## config.mk

```make
export PLATFORM = sky130hd
export DESIGN_NAME = rst_req_gen_flat
export DESIGN_NICKNAME = d
export VERILOG_FILES = /design/src/rtl/rst_req_if.sv /design/src/rtl/rst_req_gen.sv /design/src/flat_wrapper.sv
export SDC_FILE = /design/constraint.sdc
export NUM_CORES = 1
export LEC_CHECK = 0
export ABC_AREA = 0
export ABC_CLOCK_PERIOD_IN_PS = 2700
export BUFFER_PORTS_ARGS = -buffer_cell sky130_fd_sc_hd__buf_4
export CORE_MARGIN = 1.5
export CORE_UTILIZATION = 54
export DETAILED_ROUTE_END_ITERATION = 10
export PLACE_DENSITY = 0.75
export RECOVER_POWER = 100
export SETUP_SLACK_MARGIN = 0.2
export SYNTH_ARGS = -nofsm -noshare
export SYNTH_HDL_FRONTEND = slang
export SYNTH_SLANG_ARGS = --single-unit
```

## constraint.sdc

```tcl
create_clock -name clk -period 2.7 [get_ports clk]
set_clock_uncertainty 0.2 [all_clocks]
set_input_delay 0.135 -clock clk [delete_from_list [all_inputs] [get_ports clk]]
set_output_delay 0.135 -clock clk [all_outputs]
set_load 0.005 [all_outputs]
```

## src/rtl/rst_req_if.sv

```systemverilog
// rst_req_if -- request/status bundle for rst_req_gen.
//
// Signals:
//   PB_n        raw push-button, asynchronous, active-low
//   sw_rst_req  one-cycle software reset request
//   wdog_kick   watchdog service pulse (only meaningful with RST_REQ_WDOG_EN)
//   RST_n_out   active-low reset request towards the downstream synchronizer
//   busy        generator is not idle
//   cause       source of the last reset: 00 none, 01 button, 10 software, 11 watchdog
//
// Modports:
//   master  the request source and status consumer (board / testbench)
//   slave   the reset request generator
interface rst_req_if;
  logic       PB_n;
  logic       sw_rst_req;
  logic       wdog_kick;
  logic       RST_n_out;
  logic       busy;
  logic [1:0] cause;

  modport master (
    output PB_n, sw_rst_req, wdog_kick,
    input  RST_n_out, busy, cause
  );

  modport slave (
    input  PB_n, sw_rst_req, wdog_kick,
    output RST_n_out, busy, cause
  );
endinterface

```

## src/rtl/rst_req_gen.sv

```systemverilog
// rst_req_gen -- debounced push-button / software / watchdog reset request
// generator producing a fixed-width, glitch-free active-low reset pulse.
//
// Ports:
//   clk   system clock, all flops rising-edge
//   rst   synchronous active-high block reset
//   bus   rst_req_if.slave: PB_n, sw_rst_req, wdog_kick in;
//         RST_n_out, busy, cause out
//
// Parameters:
//   DEB_CYCLES      cycles the synchronized button must stay low to count as a press
//   PULSE_CYCLES    width of the RST_n_out low pulse
//   HOLDOFF_CYCLES  lockout after the pulse before a new request is accepted
//   WDOG_CYCLES     watchdog timeout (only with RST_REQ_WDOG_EN)
//
// Build option:
//   RST_REQ_WDOG_EN  when defined, builds the watchdog; otherwise wdog_kick is
//                    ignored and cause never reports 11.
module rst_req_gen #(
  parameter int DEB_CYCLES     = 16,
  parameter int PULSE_CYCLES   = 8,
  parameter int HOLDOFF_CYCLES = 32,
  parameter int WDOG_CYCLES    = 1024
) (
  input logic    clk,
  input logic    rst,
  rst_req_if.slave bus
);

  localparam int MAX_AB  = (DEB_CYCLES > PULSE_CYCLES) ? DEB_CYCLES : PULSE_CYCLES;
  localparam int MAX_ALL = (MAX_AB > HOLDOFF_CYCLES) ? MAX_AB : HOLDOFF_CYCLES;
  localparam int CNT_W   = $clog2(MAX_ALL) + 1;

  localparam logic [CNT_W-1:0] DEB_LAST   = CNT_W'(DEB_CYCLES - 1);
  localparam logic [CNT_W-1:0] PULSE_LAST = CNT_W'(PULSE_CYCLES - 1);
  localparam logic [CNT_W-1:0] HOLD_LAST  = CNT_W'(HOLDOFF_CYCLES - 1);

  localparam logic [1:0] CAUSE_BUTTON = 2'b01;
  localparam logic [1:0] CAUSE_SW     = 2'b10;
  localparam logic [1:0] CAUSE_WDOG   = 2'b11;

  typedef enum logic [1:0] {
    IDLE     = 2'd0,
    DEBOUNCE = 2'd1,
    ASSERT   = 2'd2,
    HOLDOFF  = 2'd3
  } state_t;

  state_t           state_reg, state_next;
  logic [CNT_W-1:0] cnt_reg, cnt_next;
  logic [1:0]       cause_reg, cause_next;
  logic             rst_n_out_reg;
  logic             pb_meta_reg, pb_sync_reg;
  logic             wdog_expire;

  // ---------------------------------------------------------------------------
  // Watchdog (optional)
  // ---------------------------------------------------------------------------
`ifdef RST_REQ_WDOG_EN
  localparam int              WD_W    = $clog2(WDOG_CYCLES) + 1;
  localparam logic [WD_W-1:0] WD_LAST = WD_W'(WDOG_CYCLES - 1);

  logic [WD_W-1:0] wdog_cnt_reg, wdog_cnt_next;

  // Expiry is judged on the registered count, so a kick arriving in the very
  // cycle the count reaches its limit is too late.
  assign wdog_expire = (wdog_cnt_reg == WD_LAST);

  always_comb begin
    wdog_cnt_next = '0;
    if (state_next == ASSERT && state_reg != ASSERT) begin
      wdog_cnt_next = '0;
    end else if (state_reg == IDLE || state_reg == DEBOUNCE) begin
      if (bus.wdog_kick) begin
        wdog_cnt_next = '0;
      end else if (wdog_cnt_reg < WD_LAST) begin
        wdog_cnt_next = wdog_cnt_reg + WD_W'(1);
      end else begin
        wdog_cnt_next = wdog_cnt_reg;
      end
    end
  end

  always_ff @(posedge clk) begin
    if (rst) begin
      wdog_cnt_reg <= '0;
    end else begin
      wdog_cnt_reg <= wdog_cnt_next;
    end
  end
`else
  logic unused_wdog_kick;
  assign unused_wdog_kick = bus.wdog_kick;
  assign wdog_expire      = 1'b0;
`endif

  // ---------------------------------------------------------------------------
  // Next-state / counter / cause logic
  // ---------------------------------------------------------------------------
  always_comb begin
    state_next = state_reg;
    cnt_next   = cnt_reg;
    cause_next = cause_reg;

    case (state_reg)
      IDLE: begin
        if (wdog_expire) begin
          state_next = ASSERT;
          cnt_next   = '0;
          cause_next = CAUSE_WDOG;
        end else if (bus.sw_rst_req) begin
          state_next = ASSERT;
          cnt_next   = '0;
          cause_next = CAUSE_SW;
        end else if (!pb_sync_reg) begin
          state_next = DEBOUNCE;
          cnt_next   = '0;
        end
      end

      DEBOUNCE: begin
        // A software request is still honoured while a press is being
        // qualified; it simply pre-empts the button.
        if (wdog_expire) begin
          state_next = ASSERT;
          cnt_next   = '0;
          cause_next = CAUSE_WDOG;
        end else if (bus.sw_rst_req) begin
          state_next = ASSERT;
          cnt_next   = '0;
          cause_next = CAUSE_SW;
        end else if (pb_sync_reg) begin
          state_next = IDLE;
          cnt_next   = '0;
        end else if (cnt_reg == DEB_LAST) begin
          state_next = ASSERT;
          cnt_next   = '0;
          cause_next = CAUSE_BUTTON;
        end else if (cnt_reg < DEB_LAST) begin
          cnt_next = cnt_reg + CNT_W'(1);
        end
      end

      ASSERT: begin
        if (cnt_reg == PULSE_LAST) begin
          state_next = HOLDOFF;
          cnt_next   = '0;
        end else if (cnt_reg < PULSE_LAST) begin
          cnt_next = cnt_reg + CNT_W'(1);
        end
      end

      HOLDOFF: begin
        // Counter saturates at the lockout limit; leaving also needs the
        // button released, which is what stops a held button retriggering.
        if (cnt_reg == HOLD_LAST) begin
          if (pb_sync_reg) begin
            state_next = IDLE;
            cnt_next   = '0;
          end
        end else if (cnt_reg < HOLD_LAST) begin
          cnt_next = cnt_reg + CNT_W'(1);
        end
      end

      default: begin
        state_next = IDLE;
        cnt_next   = '0;
      end
    endcase
  end

  // ---------------------------------------------------------------------------
  // State registers
  // ---------------------------------------------------------------------------
  always_ff @(posedge clk) begin
    if (rst) begin
      state_reg     <= IDLE;
      cnt_reg       <= '0;
      cause_reg     <= 2'b00;
      rst_n_out_reg <= 1'b1;
      pb_meta_reg   <= 1'b1;
      pb_sync_reg   <= 1'b1;
    end else begin
      state_reg     <= state_next;
      cnt_reg       <= cnt_next;
      cause_reg     <= cause_next;
      // Registered from the next state so the pulse lines up exactly with
      // ASSERT occupancy and comes straight off a flop.
      rst_n_out_reg <= (state_next != ASSERT);
      pb_meta_reg   <= bus.PB_n;
      pb_sync_reg   <= pb_meta_reg;
    end
  end

  assign bus.RST_n_out = rst_n_out_reg;
  assign bus.busy      = (state_reg != IDLE);
  assign bus.cause     = cause_reg;

endmodule

```

## src/flat_wrapper.sv

```systemverilog
// flat-port wrapper written by rule: the top's interface ports become plain ports
module rst_req_gen_flat 
#(
  parameter int DEB_CYCLES     = 16,
  parameter int PULSE_CYCLES   = 8,
  parameter int HOLDOFF_CYCLES = 32,
  parameter int WDOG_CYCLES    = 1024
)
  (clk, rst, bus_PB_n, bus_sw_rst_req, bus_wdog_kick, bus_RST_n_out, bus_busy, bus_cause);
  rst_req_if bus_i ();
  input logic clk;
  input logic rst;
  input wire logic [$bits(bus_i.PB_n)-1:0] bus_PB_n;
  input wire logic [$bits(bus_i.sw_rst_req)-1:0] bus_sw_rst_req;
  input wire logic [$bits(bus_i.wdog_kick)-1:0] bus_wdog_kick;
  output wire logic [$bits(bus_i.RST_n_out)-1:0] bus_RST_n_out;
  output wire logic [$bits(bus_i.busy)-1:0] bus_busy;
  output wire logic [$bits(bus_i.cause)-1:0] bus_cause;
  assign bus_i.PB_n = bus_PB_n;
  assign bus_i.sw_rst_req = bus_sw_rst_req;
  assign bus_i.wdog_kick = bus_wdog_kick;
  assign bus_RST_n_out = bus_i.RST_n_out;
  assign bus_busy = bus_i.busy;
  assign bus_cause = bus_i.cause;
  rst_req_gen #(.DEB_CYCLES(DEB_CYCLES), .PULSE_CYCLES(PULSE_CYCLES), .HOLDOFF_CYCLES(HOLDOFF_CYCLES), .WDOG_CYCLES(WDOG_CYCLES)) u_core (.clk(clk), .rst(rst), .bus(bus_i));
endmodule
```

# ---- Yosys cells after proc, flatten, opt, wreduce, memory -nomap -nowiden
# Index checks and enable logic that the tools add are counted.
dict set report totals {
  word_cells 56
  inputBits 5
  out_inout_bits 4
  regBits 13
}
dict set report classes {
  n_lt_le_gt_ge 3
  n_eq_ne 15
  muxes 26
  n_reduce_logical 5
  addsub 1
}
# operator count
set ops {}
lappend ops {{6-bit 2-to-1 mux} 11}
lappend ops {{2-bit 2-to-1 mux} 12}
lappend ops {{6-bit case mux with 4 select lines} 1}
lappend ops {{2-bit case mux with 4 select lines} 1}
lappend ops {{6-bit by 1-bit adder with 6-bit output (second input constant)} 1}
lappend ops {{6-bit by 3-bit == test with 1-bit output (second input constant)} 1}
lappend ops {{6-bit by 4-bit == test with 1-bit output (second input constant)} 1}
lappend ops {{6-bit by 5-bit == test with 1-bit output (second input constant)} 1}
lappend ops {{6-bit by 3-bit < comparator with 1-bit output (second input constant)} 1}
lappend ops {{6-bit by 4-bit < comparator with 1-bit output (second input constant)} 1}
lappend ops {{6-bit by 5-bit < comparator with 1-bit output (second input constant)} 1}
lappend ops {{3-bit by 1-bit != test with 1-bit output (second input constant)} 2}
lappend ops {{3-bit by 2-bit != test with 1-bit output (second input constant)} 2}
lappend ops {{3-bit != test (second input constant)} 2}
lappend ops {{5-bit by 2-bit != test with 1-bit output (second input constant)} 1}
lappend ops {{5-bit AND reduction} 1}
lappend ops {{2-bit == test (second input constant)} 2}
lappend ops {{2-bit != test (second input constant)} 2}
lappend ops {{2-bit case mux with 2 select lines} 1}
lappend ops {{4-bit AND reduction} 1}
lappend ops {{2-bit nonzero test} 2}
lappend ops {{2-bit by 1-bit == test with 1-bit output (second input constant)} 1}
lappend ops {{2-bit zero test} 1}

# ---- Logic depth before layout (Yosys ltp)
dict set report logic_depth {
  depth_word 6
  ltp_mapped 7
}

# ---- Worst setup path before layout
# OpenSTA, ideal clock, no wires.
dict set report synth_timing {
  kind {flip-flop to flip-flop}
  start {register u_core.cnt_reg[0]}
  end {register u_core.cnt_reg[0]}
  period_less_slack_ps 2014
  path_stages_with_launch 8
  required_time_ps 2413
  slack_ps 686
  arrival_ps 1727
  n_path_buf 1
  setup_time_ps 87
  cell_sequence {dfxtp_1 > ha_1 > o21ai_0 > o21a_1 > o221a_2 > buf_6 > or3b_2 > o31ai_1}
}
dict set report synth_via {
  elab_chain_cells 6
  elab_cells_between_ends 21
}
# element line
set synth_rtl {}
lappend synth_rtl {{from (decl)} rst_req_gen.sv:50} ;# logic [CNT_W-1:0] cnt_reg, cnt_next;
lappend synth_rtl {{from (signal assigned)} rst_req_gen.sv:186} ;# cnt_reg <= cnt_next;
lappend synth_rtl {{6-bit by 1-bit adder with 6-bit output} {rst_req_gen.sv:140, rst_req_gen.sv:149, rst_req_gen.sv:162}}
lappend synth_rtl {{6-bit 2-to-1 mux} rst_req_gen.sv:139} ;# end else if (cnt_reg < DEB_LAST) begin
lappend synth_rtl {{6-bit 2-to-1 mux} rst_req_gen.sv:135} ;# end else if (cnt_reg == DEB_LAST) begin
lappend synth_rtl {{6-bit 2-to-1 mux} rst_req_gen.sv:132} ;# end else if (pb_sync_reg) begin
lappend synth_rtl {{6-bit 2-to-1 mux} rst_req_gen.sv:128} ;# end else if (bus.sw_rst_req) begin
lappend synth_rtl {{6-bit case mux with 4 select lines} rst_req_gen.sv:105} ;# case (state_reg)
# Several ways; a longest one is shown, not always the timed one. The select of a mux whose other input is x is not followed.
# A chain may end at the register's enable or synchronous reset.

# ---- Worst setup path in the final report
dict set report layout_timing {
  start {register u_core.state_reg[1]}
  end {register u_core.cnt_reg[2]}
}
dict set report layout_via {
  elab_chain_cells 3
  elab_cells_between_ends 11
}
# element line
set layout_rtl {}
lappend layout_rtl {{from (decl)} rst_req_gen.sv:49} ;# state_t state_reg, state_next;
lappend layout_rtl {{from (signal assigned)} rst_req_gen.sv:185} ;# state_reg <= state_next;
lappend layout_rtl {{2-bit by 1-bit == test with 1-bit output, or another cell as far along} rst_req_gen.sv:105}
lappend layout_rtl {{5-bit by 2-bit != test with 1-bit output (no line), or another cell as far along} n/a}
lappend layout_rtl {{5-bit AND reduction (no line)} n/a}
# Several ways; a longest one is shown, not always the timed one.

==> run summary <==
Post-CTS setup buffer count = 0
Critical Path Max Stage Delay = 500 ps
Global placement routability congestion = 0.806
Critical Path, Cell by Cell = or4b_1 > o21ai_1 > o221a_1 > mux2i_1 > nor4_2
Share of Yosys cell area claimed by the top area cell type = 0.356
Largest net degree at the start of global routing = 15
Final critical-path required period = 2170 ps
Area added between synthesis and finish = 12.0%
Fin. max-slew vios = 0
Sequential fraction of the synthesis area = 0.356
Initial antenna violation count = 0
Worst vdd rail ir drop = 0.294 mV
Leftover overflow at the end of global routing = 0
Net count after synthesis = 91
Cells after DPL = 101
Area of the die = 0.00159 mm²
Drt wl/cell = 12.5 µm
Count of port buffers added during placement = 7
Total DRC errors in the routed layout = 0
Effective utilization at floorplan = 0.570
CP Class = register to register
Result of the run = completed
Worst setup timing slack at the placement stage = 585 ps
Unrepaired setup endpoints after global routing = no
Cell Count, Final, Fillers Out = 108
Yosys top cell by area = dfxtp_1
Most instantiated flip-flop cell in the synthesis netlist = dfxtp_1
Maximum capacitance violations = 0
Combinational cell fraction of total power = 0.133
Setup-failing EPs final = 0
Main area contributors after synthesis = dfxtp_1 36%, o21ai_0 4.8%, nand3_1 4.1%
First-pass DRT Iterations = 4
Clk Tree Root Cell = clkbuf_4
Number of resized instances in the post-cts repair step = 0
Post-DR vias/cell = 5.93
Transition at the pin with the smallest max-transition slack = 570 ps
Routed wire length = 1360 µm
Fill cells = 120
Detailed placement HPWL = 937 µm
EDFF count, synth = 0
Final net count = 101
Cell Pwr Density = 461 mW/mm²
Overall die width = 39.8 µm
Unique cell type count in the Yosys netlist = 40
Met3 WL post-DR = 71 µm
Internal power = 0.282 mW
Count of nets left with antenna violations after detail routing = 0
Sum Neg Setup Slack = 0 ps
Detailed-routed wire length on met2 = 596 µm
Signal arrival time at the worst endpoint = 2160 ps
Height of the die = 39.8 µm
TritonCTS clock tree = done
Number of storage elements in the synthesis netlist = 13
Gate count of the mapped netlist = 84
I/O Pins = 9
Synth warnings = 0
Total global routing track utilization = 0.213
Max reg flops = 6
Antenna cells = 0
Sort of element at the end of the critical path = register
Standard cell core area = 0.00128 mm²
Vias in the first global route = 519
Share of layout cells above drive strength 1 = 0.204
Hold buffer count at CTS = 3
Async set or reset register ratio after synthesis = 0
Clk pin slew, worst setup/hold paths = 70 ps
LEAKAGE = 0.294 nW
CP max-delay cell = dfxtp_1
CTS H-tree depth = 1
Total net switching power = 0.0952 mW
Via Count = 640
Highest routed layer = met4
Share of total power in sequential cells = 0.553
Max-slew headroom at the worst pin = 0.620
Launching element type of the critical path = register
Clock sink count = 13
Maximum operating frequency = 0.460 GHz
Global-route wire length before repair = 2190 µm
Insertion delay to the later sink of the worst-skew pair = 270 ps
Met1 Wirelength = 662 µm
Most used standard cells in the synthesized netlist = 13 x dfxtp_1, 8 x nor2_1, 7 x o21ai_0
Part of the power in the clock network = 0.314
Path type of the worst min-delay path = input pin to register
Fin worst setup slack = 525 ps
Area taken by flip-flops and latches = 260 µm²
Switching part of the total power = 0.252
Clock tree buffer depth = 2
Number of buffers inserted during clock tree synthesis = 3
Final hold violation count = 0
Data required time of the critical path = 2690 ps
Leading cell type by number of instances after synthesis = dfxtp_1
Number of placement rows = 13
Iteration-0 DRC count of the detailed router = 12
Post-synthesis cell area = 732 µm²
Per-instance average area after synthesis = 8.71 µm²
Combined area of the multi-input logic cells = 417 µm²
Max Fanout on Critical Path = 10
Post-route clock period utilization = 0.805
==> per-layer routing <==
metal,vias up,GRT usage
met2,15,0.307
met4,0,0.103
met3,4,0.0852
met1,292,0.270
li1,329,-
met5,-,0
==> area by class of cell <==
type / instances / share of cell area
timing repair buffer: 10 / 0.0962
multi-input combinational: 61 / 0.508
inverter: 5 / 0.0229
sequential: 13 / 0.318
tap: 15 / 0.0229
clock buffer: 4 / 0.0321
==> critical path: cells and delay by family, from the launching register on <==
kind | cells | cell delay, ps
DFF | 1 | 500
AOI/OAI and AO/OA | 2 | 530
muxes | 1 | 150
and+or+nand+nor | 2 | 710
==> cell families (layout without fill, tap and decap cells) <==
kind of cell | after synthesis | in the layout | share of synthesized area
buffers and inverters | 10 | 19 | 0.0752
flip-flops | 13 | 13 | 0.356
AND/OR/NAND/NOR | 34 | 34 | 0.285
adder cells (fa/ha/maj) | 2 | 2 | 0.0342
AO/OA/AOI/OAI | 22 | 22 | 0.207
multiplexers | 3 | 3 | 0.0427
==> final timing paths <==
check | start | to | slack (ps) | depth (start not counted)
worst max register to register | u_core.state_reg[1]$_SDFF_PP0_ | u_core.cnt_reg[2]$_SDFFE_PP0P_ | 530 | 5
worst min register to register | u_core.pb_meta_reg$_SDFF_PP1_ | u_core.pb_sync_reg$_SDFF_PP1_ | 210 | 1
worst min-delay path | bus_sw_rst_req | u_core.state_reg[0]$_SDFF_PP0_ | 30 | 4
worst max-delay path | u_core.state_reg[1]$_SDFF_PP0_ | u_core.cnt_reg[2]$_SDFFE_PP0P_ | 530 | 5
==> power groups by stage <==
stage	combinational (mW)	clock [mW]	sequential, mW
finish	0.0501	0.119	0.209
global route	0.0562	0.132	0.210
CTS	0.0518	0.123	0.209
detailed placement	0.0482	0	0.213
global placement	0.0477	0	0.213
floorplan	0.0378	0	0.210
==> cells in the final DEF, fill, tap and decap left out, types with 2 or more instances in the layout <==
cell and instances:
ha_1 2, o21ai_0 7, nor2_1 8, buf_4 2, dlygate4sd3_1 3, o31ai_1 2
clkbuf_1 2, nand3_1 6, mux2i_1 2, clkbuf_4 7, o21a_1 2, nand2_1 4
or2_2 2, a311oi_1 2, dfxtp_1 13, inv_1 5
==> per-stage QoR <==
stage                     hold slack, ps  instance area [µm²]   util  total power, mW
after floorplan                     18.8                  732      -            0.247
after global placement               123                  767  0.597            0.261
after detailed placement             125                  767  0.597            0.261
after CTS                           21.3                  823  0.641            0.383
after global routing                41.3                  820  0.638            0.398
final                               26.6                  820  0.638            0.378
(Power assumes the default switching activity.)
